$ cat config.mk
export PLATFORM = sky130hd
export DESIGN_NAME = playback_sequencer
export DESIGN_NICKNAME = d
export VERILOG_FILES = /design/src/rtl/playback_sequencer.sv
export SDC_FILE = /design/constraint.sdc
export NUM_CORES = 1
export LEC_CHECK = 0
export BUFFER_PORTS_ARGS = -buffer_cell sky130_fd_sc_hd__buf_2
export CAP_MARGIN = 20
export CELL_PAD_IN_SITES_DETAIL_PLACEMENT = 1
export CELL_PAD_IN_SITES_GLOBAL_PLACEMENT = 1
export CORE_ASPECT_RATIO = 1.25
export CORE_MARGIN = 5
export CORE_UTILIZATION = 44
export CTS_BUF_LIST = sky130_fd_sc_hd__clkbuf_8 sky130_fd_sc_hd__clkbuf_16
export DETAILED_ROUTE_END_ITERATION = 16
export HOLD_SLACK_MARGIN = 0.05
export PLACE_DENSITY = 0.9
export SYNTH_ARGS = -nofsm -noshare
export SYNTH_HDL_FRONTEND = slang
export SYNTH_SLANG_ARGS = --single-unit
$ cat constraint.sdc
create_clock -name clk -period 6.2 [get_ports clk]
set_clock_uncertainty 0.05 [all_clocks]
set_input_delay 0.31 -clock clk [delete_from_list [all_inputs] [get_ports clk]]
set_output_delay 0.31 -clock clk [all_outputs]
set_load 0.02 [all_outputs]
$ cat src/rtl/playback_sequencer.sv
// Playback sequencer: owns the bit-rate divider and the bit/packet counters, fetches
// ROM words, strobes the packet serializer and gates the PWM enable.
module playback_sequencer #(
  parameter int BIT_DIV      = 400,
  parameter int BITS_PER_PKT = 32,
  parameter int NUM_PACKETS  = 937,
  parameter int ADDR_W       = 16
) (
  input  logic              clk,
  input  logic              reset,
  input  logic              playBtnEN,
  input  logic              pauseBtnEN,
  input  logic              stopBtnEN,
  output logic [ADDR_W-1:0] mem_addr,
  output logic              mem_rd,
  output logic              ser_load,
  output logic              ser_shift,
  output logic [8:0]        big_count,
  output logic [4:0]        bit_count,
  output logic [9:0]        packet_count,
  output logic              audEnPWM,
  output logic              busy,
  output logic              done
);

  typedef enum logic [2:0] {IDLE, FETCH0, FETCH1, PLAY, PAUSE} state_t;

  localparam logic [8:0] BIG_LAST = 9'(BIT_DIV - 1);
  localparam logic [8:0] BIG_PRE  = 9'(BIT_DIV - 3);
  localparam logic [4:0] BIT_LAST = 5'(BITS_PER_PKT - 1);
  localparam logic [9:0] PKT_LAST = 10'(NUM_PACKETS - 1);

  state_t            state, state_nx;
  logic [ADDR_W-1:0] addr_nx;
  logic              rd_nx, load_nx, shift_nx, done_nx;
  logic [8:0]        big_nx;
  logic [4:0]        bit_nx;
  logic [9:0]        pkt_nx;

  // Every output is registered from the next-state values, so a strobe appears
  // in the same cycle as the counter values it belongs to.
  always_ff @(posedge clk or negedge reset) begin
    if (!reset) begin
      state        <= IDLE;
      mem_addr     <= '0;
      mem_rd       <= 1'b0;
      ser_load     <= 1'b0;
      ser_shift    <= 1'b0;
      big_count    <= '0;
      bit_count    <= '0;
      packet_count <= '0;
      audEnPWM     <= 1'b0;
      busy         <= 1'b0;
      done         <= 1'b0;
    end else begin
      state        <= state_nx;
      mem_addr     <= addr_nx;
      mem_rd       <= rd_nx;
      ser_load     <= load_nx;
      ser_shift    <= shift_nx;
      big_count    <= big_nx;
      bit_count    <= bit_nx;
      packet_count <= pkt_nx;
      audEnPWM     <= (state_nx == PLAY);
      busy         <= (state_nx != IDLE);
      done         <= done_nx;
    end
  end

  always_comb begin
    state_nx = state;
    addr_nx  = mem_addr;
    rd_nx    = 1'b0;
    load_nx  = 1'b0;
    shift_nx = 1'b0;
    done_nx  = 1'b0;
    big_nx   = big_count;
    bit_nx   = bit_count;
    pkt_nx   = packet_count;

    case (state)
      IDLE: begin
        big_nx = '0;
        bit_nx = '0;
        pkt_nx = '0;
        if (playBtnEN) begin
          state_nx = FETCH0;
          rd_nx    = 1'b1;
          addr_nx  = '0;
        end
      end
      FETCH0: begin
        if (stopBtnEN) begin
          state_nx = IDLE;
        end else begin
          state_nx = FETCH1;
          load_nx  = 1'b1;
        end
      end
      FETCH1: begin
        state_nx = stopBtnEN ? IDLE : PLAY;
      end
      PLAY: begin
        if (stopBtnEN) begin
          state_nx = IDLE;
          big_nx   = '0;
          bit_nx   = '0;
          pkt_nx   = '0;
        end else begin
          // Prefetch lands two cycles ahead of the packet-boundary load.
          if (big_count == BIG_PRE && bit_count == BIT_LAST && packet_count < PKT_LAST) begin
            rd_nx   = 1'b1;
            addr_nx = ADDR_W'(packet_count + 10'd1);
          end
          big_nx = big_count + 9'd1;
          if (big_count == BIG_LAST) begin
            big_nx = '0;
            if (bit_count < BIT_LAST) begin
              bit_nx   = bit_count + 5'd1;
              shift_nx = 1'b1;
            end else if (packet_count < PKT_LAST) begin
              bit_nx  = '0;
              pkt_nx  = packet_count + 10'd1;
              load_nx = 1'b1;
            end else begin
              bit_nx   = '0;
              pkt_nx   = '0;
              done_nx  = 1'b1;
              state_nx = IDLE;
            end
          end
          if (pauseBtnEN && state_nx == PLAY) begin
            state_nx = PAUSE;
          end
        end
      end
      PAUSE: begin
        if (stopBtnEN) begin
          state_nx = IDLE;
          big_nx   = '0;
          bit_nx   = '0;
          pkt_nx   = '0;
        end else if (playBtnEN) begin
          state_nx = PLAY;
        end
      end
      default: begin
        state_nx = IDLE;
      end
    endcase
  end

endmodule

**After elaboration in Yosys (flattened, before gate mapping)**

Index checks and enable logic that the tools add are counted.

- Register bits after elaboration: 49
- Bits in latches: 0
- Memory bits (writable): 0
- Bits in read-only memories: 0
- Output and inout port bits: 46
- Logic and storage cells: 94
- Memories: 0

- Add/sub/neg operators: 4
- Multiply operators: 0
- Divide/modulo/power cells: 0
- Order comparisons: 2
- Equal/unequal tests: 15
- Shift-type cells: 0
- Muxes and demuxes: 51
- Bitwise operators: 0
- Reduce and logical (&&, ||, !) cells: 11

Operators by type and width:

| operator | number |
|---|---|
| 10-bit 2-to-1 mux | 5 |
| 16-bit 2-to-1 mux | 3 |
| 16-bit one-hot mux with 2 select lines | 1 |
| 3-bit 2-to-1 mux | 10 |
| 10-bit one-hot mux with 3 select lines | 1 |
| 9-bit 2-to-1 mux | 3 |
| 9-bit one-hot mux with 3 select lines | 1 |
| 5-bit 2-to-1 mux | 4 |
| 9-bit equality test, second input constant | 2 |
| 1-bit 2-to-1 mux | 17 |
| 3-bit one-hot mux with 5 select lines | 1 |
| 5-bit one-hot mux with 3 select lines | 1 |
| 3-bit by 2-bit equality test with 1-bit output, second input constant | 4 |
| 10-bit by 1-bit adder with 11-bit output, second input constant | 1 |
| 10-bit by 1-bit adder with 10-bit output, second input constant | 1 |
| 10-bit < comparator, second input constant | 1 |
| 9-bit by 1-bit adder with 9-bit output, second input constant | 1 |
| 2-bit != test, second input constant | 4 |
| 4-bit AND reduction | 2 |
| 3-bit != test, second input constant | 2 |
| 3-bit nonzero test | 2 |
| 5-bit by 1-bit adder with 5-bit output, second input constant | 1 |
| 5-bit equality test, second input constant | 1 |
| 5-bit < comparator, second input constant | 1 |
| other kinds (9) | 13 |

**Longest topological paths before layout**

- Word-level depth: 12
- Gate-level depth with buffers: 7
- Gate-level depth less buffers: 6

**Worst setup path before layout**

OpenSTA, ideal clock, no wires.

- Path kind: reg-to-reg
- From: register big_count[5]
- To: register mem_addr[3]
- Setup time: 0.079 ns
- Arrival: 2.150 ns
- Path slack: 3.921 ns
- Stages on the path, launching flop included: 6
- Clock period less this slack: 2.279 ns
- Path through: dfrtp_1 > or4b_4 > or3_4 > nor4b_4 > buf_6 > mux2i_1

- Word-level cells in the longest chain between the ends: 5

Ends and longest elaborated chain:

| what | RTL line | text |
|---|---|---|
| start, declared | 18 | `output logic [8:0] big_count,` |
| start signal, assigned | 61 | `big_count <= big_nx;` |
| 9-bit equality test | 111 | `if (big_count == BIG_PRE && bit_count == BIT_LAST && packet_count < PKT_LAST) begin` |
| 1-bit logical AND (2 in a row) | 111 |  |
| 2-bit != test (no source line) | n/a |  |
| 4-bit AND reduction (no source line) | n/a |  |
| end signal, assigned | 57 | `mem_addr <= addr_nx;` |
| end, declared | 14 | `output logic [ADDR_W-1:0] mem_addr,` |

No other way between the ends.
A chain may end at the register's enable or synchronous reset.

**Worst setup path in the final report**

- From: register big_count[5]
- To: register mem_addr[7]

Same word-level chain as after synthesis.

==> metrics.md <==
| Metric | Value |
|---|---|
| Max_slew headroom | `32.7%` |
| Num CTS Buffers | `5` |
| Pwr Density | `283 nW/um^2` |
| CTS Root Cell | `clkbuf_8` |
| CP startpoint kind | `flip-flop` |
| Worst Max-Slew Pin Slew | `1.01 ns` |
| Top Metal Used | `met4` |
| Sw Pwr | `0.272 mW` |
| Mean post-synth cell area | `10.1 um^2` |
| Setup TNS | `0 ns` |
| Avg WL per Cell | `17.9 um` |
| Initial antenna violation count | `0` |
| Hold path depth | `2` |
| Global route total overflow | `0` |
| Max VDD drop | `0.167 mV` |
| Post-synth EDFFs | `0` |
| Yosys Warn Count | `0` |
| RSZ-0062 raised after global routing | `no` |
| Total Power | `0.760 mW` |
| First-pass GRT wire length | `10.0 mm` |
| Async SR Flop Fraction | `100%` |
| Final RePlAce weighted congestion | `0.748` |
| Die Width | `74.4 um` |
| Clock Path Buffers | `2` |
| Number of global-route vias before repair | `2,017` |
| Leak | `1.24 nW` |
| Layout cells sized above 1 | `22.5%` |
| Worst-Skew Late Latency | `0.30 ns` |
| Maximum clock frequency | `360 MHz` |
| Pint | `0.488 mW` |
| H-tree Lvls | `2` |
| Setup Crit Path Kind | `flip-flop to flip-flop` |
| Power share of the clock group | `28.6%` |
| Hold Vio Cnt, Final | `0` |
| Met2 routed WL | `3.26 mm` |
| Crit Reg-Reg Endpoint | `mem_addr[7]$_DFFE_PN0P_` |
| Distinct cells, synth | `49` |
| Routed vias | `1,949` |
| Area delta synth->final | `17.7%` |
| Starting Density | `45.2%` |
| Final wirelength | `6.06 mm` |
| Slew Viols, Final | `0` |
| Outcome | `completed` |
| IO Count | `51` |
| FF-to-FF Start | `big_count[5]$_DFFE_PN0P_` |
| WP data required | `6.36 ns` |
| Cells along the critical path | `or4b_4 > or3_4 > nor4b_4 > mux2i_1` |
| Worst R2R Path Depth | `4` |
| Initial DRT Pass Iterations | `4` |
| Port buffer count | `45` |
| GRT Total Usage | `19.0%` |
| Clock transition at path regs | `0.09 ns` |
| Crit path DAT | `2.94 ns` |
| Slowest cell on crit path | `nor4b_4` |
| CP Max Fanout | `12` |
| DR vias/cell | `5.77` |
| Core footprint | `5040 um^2` |
| Final ANT Viol Nets | `0` |
| Most common cell after layout, fill and taps aside | `buf_2` |
| Hold Path End | `state[2]$_DFF_PN0_` |
| Synth Flop Type | `dfrtp_1` |
| Register area share after synthesis | `48.2%` |
| Endpoint class of the critical path | `flip-flop` |
| Post-DP HPWL | `4.47 mm` |
| Met3 wire len | `238 um` |
| Pin count of the biggest net entering global routing | `45` |
| R2r setup slk | `3.42 ns` |
| Most frequent cells in the layout | `buf_2, dfrtp_1, nand2_1` |
| Min-delay worst type | `input port to flip-flop` |
| Sw Ratio | `35.8%` |
| FP Rows | `29` |
| Flop pwr share | `43.0%` |
| Finish-stage setup viols | `0` |
| Syn Inst Count | `227` |
| Drt initial violations | `105` |
| Chip Height | `90.5 um` |
| Startpoint of the worst hold path | `pauseBtnEN` |
| Metal-1 WL | `2.45 mm` |
| Fin crit share | `44.8%` |
| Comb pwr share | `28.4%` |
| NumNets Final | `285` |
| WHS | `0.233 ns` |
| Fin crit period | `2.78 ns` |
| Seq cells post-synth | `44` |
| CTS tree | `done` |
| Antenna Cells | `0` |
| Mapped Area | `2280 um^2` |
| Full die area | `6740 um^2` |
| Crit-path max cell delay | `0.88 ns` |
| Clock sink count | `44` |
| DRC | `0` |
| Max Cap Viol | `0` |
-- synthesized netlist by cell type (all sizes together), types with 3 or more instances --
library cell	number	area share (%)
nand2	24	3.9
buf	7	2.4
clkbuf	5	0.82
nand4	3	0.82
dfrtp	44	48
inv	11	1.8
xnor2	3	1.2
mux2i	12	5.3
o21ai	18	3.9
nor4	4	1.4
o2bb2ai	5	1.9
nor2	13	2.1
o2111ai	5	1.9
ha	5	2.7
o21a	5	1.6
or4	5	1.6
o31ai	4	1.3
a21oi	6	1.3
nand3	12	2.6
nor3	5	1.1
-- area by class of cell --
class / instances / area (um^2)
clock buffers: 5 / 68.8
flip-flops and latches: 44 / 1100
clock inverters: 3 / 38.8
fillers: 604 / 2360
repair buffers: 49 / 270
well taps: 62 / 77.6
inverters: 11 / 41.3
multi-input cells: 164 / 1090
-- critical path, delay by kind of cell, from the launching register on --
kind,cells,cell delay (ns)
muxes,1,0.31
DFF,1,0.45
and+or+nand+nor,3,1.89
-- per-stage QoR --
step,utilization (%),setup slack [ns],instances,instance area [um^2]
after floorplan,-,3.92,231,2300
after global placement,50.5,3.49,328,2550
after global routing,53.3,3.32,338,2690
after CTS,52.7,3.40,336,2660
after detailed placement,50.5,3.41,328,2550
final,53.3,3.42,338,2690
-- logic make-up after synthesis --
group | synth area share [%]
fa+ha+maj | 2.74
mux | 5.76
flops | 48.2
simple gates | 19.5
buf+inv | 4.99
compound gates | 16.7
xor+xnor | 1.92
other cells | 0.164
-- state kept, by name, summed over array words and instances (netlist names), 3 cells and up --
name and flops:
big_count 9, state 3, mem_addr 11, packet_count 10
bit_count 5
-- routing by layer --
metal,global-route usage [%],vias to the layer above
li1,-,918
met1,22.0,980
met2,34.2,41
met3,3.01,10
met4,6.23,0
met5,0,-
-- how the worst max path moves through the flow --
stage	start	end	cells after the start
after global routing	big_count[4]$_DFFE_PN0P_	mem_addr[9]$_DFFE_PN0P_	4
after CTS	big_count[5]$_DFFE_PN0P_	mem_addr[7]$_DFFE_PN0P_	4
final	big_count[5]$_DFFE_PN0P_	mem_addr[7]$_DFFE_PN0P_	4
after detailed placement	big_count[5]$_DFFE_PN0P_	mem_addr[7]$_DFFE_PN0P_	4
after floorplan	big_count[5]$_DFFE_PN0P_	mem_addr[3]$_DFFE_PN0P_	5
after global placement	big_count[5]$_DFFE_PN0P_	mem_addr[10]$_DFFE_PN0P_	4
-- what timing repair did --
item / 4_1_cts / 5_1_grt
endpoints found under the hold margin: 0 / 14
buffers inserted: 0 / 0
hold buffers: 0 / 1
gates resized for setup: 0 / 0
-- power by group through the flow --
| stage | registers, mW | clock network [mW] | logic (mW) |
|---|---|---|---|
| 2_1_floorplan | 0.340 | 0 | 0.137 |
| 3_3_place_gp | 0.331 | 0 | 0.207 |
| 3_5_place_dp | 0.332 | 0 | 0.213 |
| 4_1_cts | 0.327 | 0.223 | 0.215 |
| 5_1_grt | 0.330 | 0.234 | 0.238 |
| 6_report | 0.327 | 0.218 | 0.216 |
Note: power is estimated with default switching activity, not from simulation.
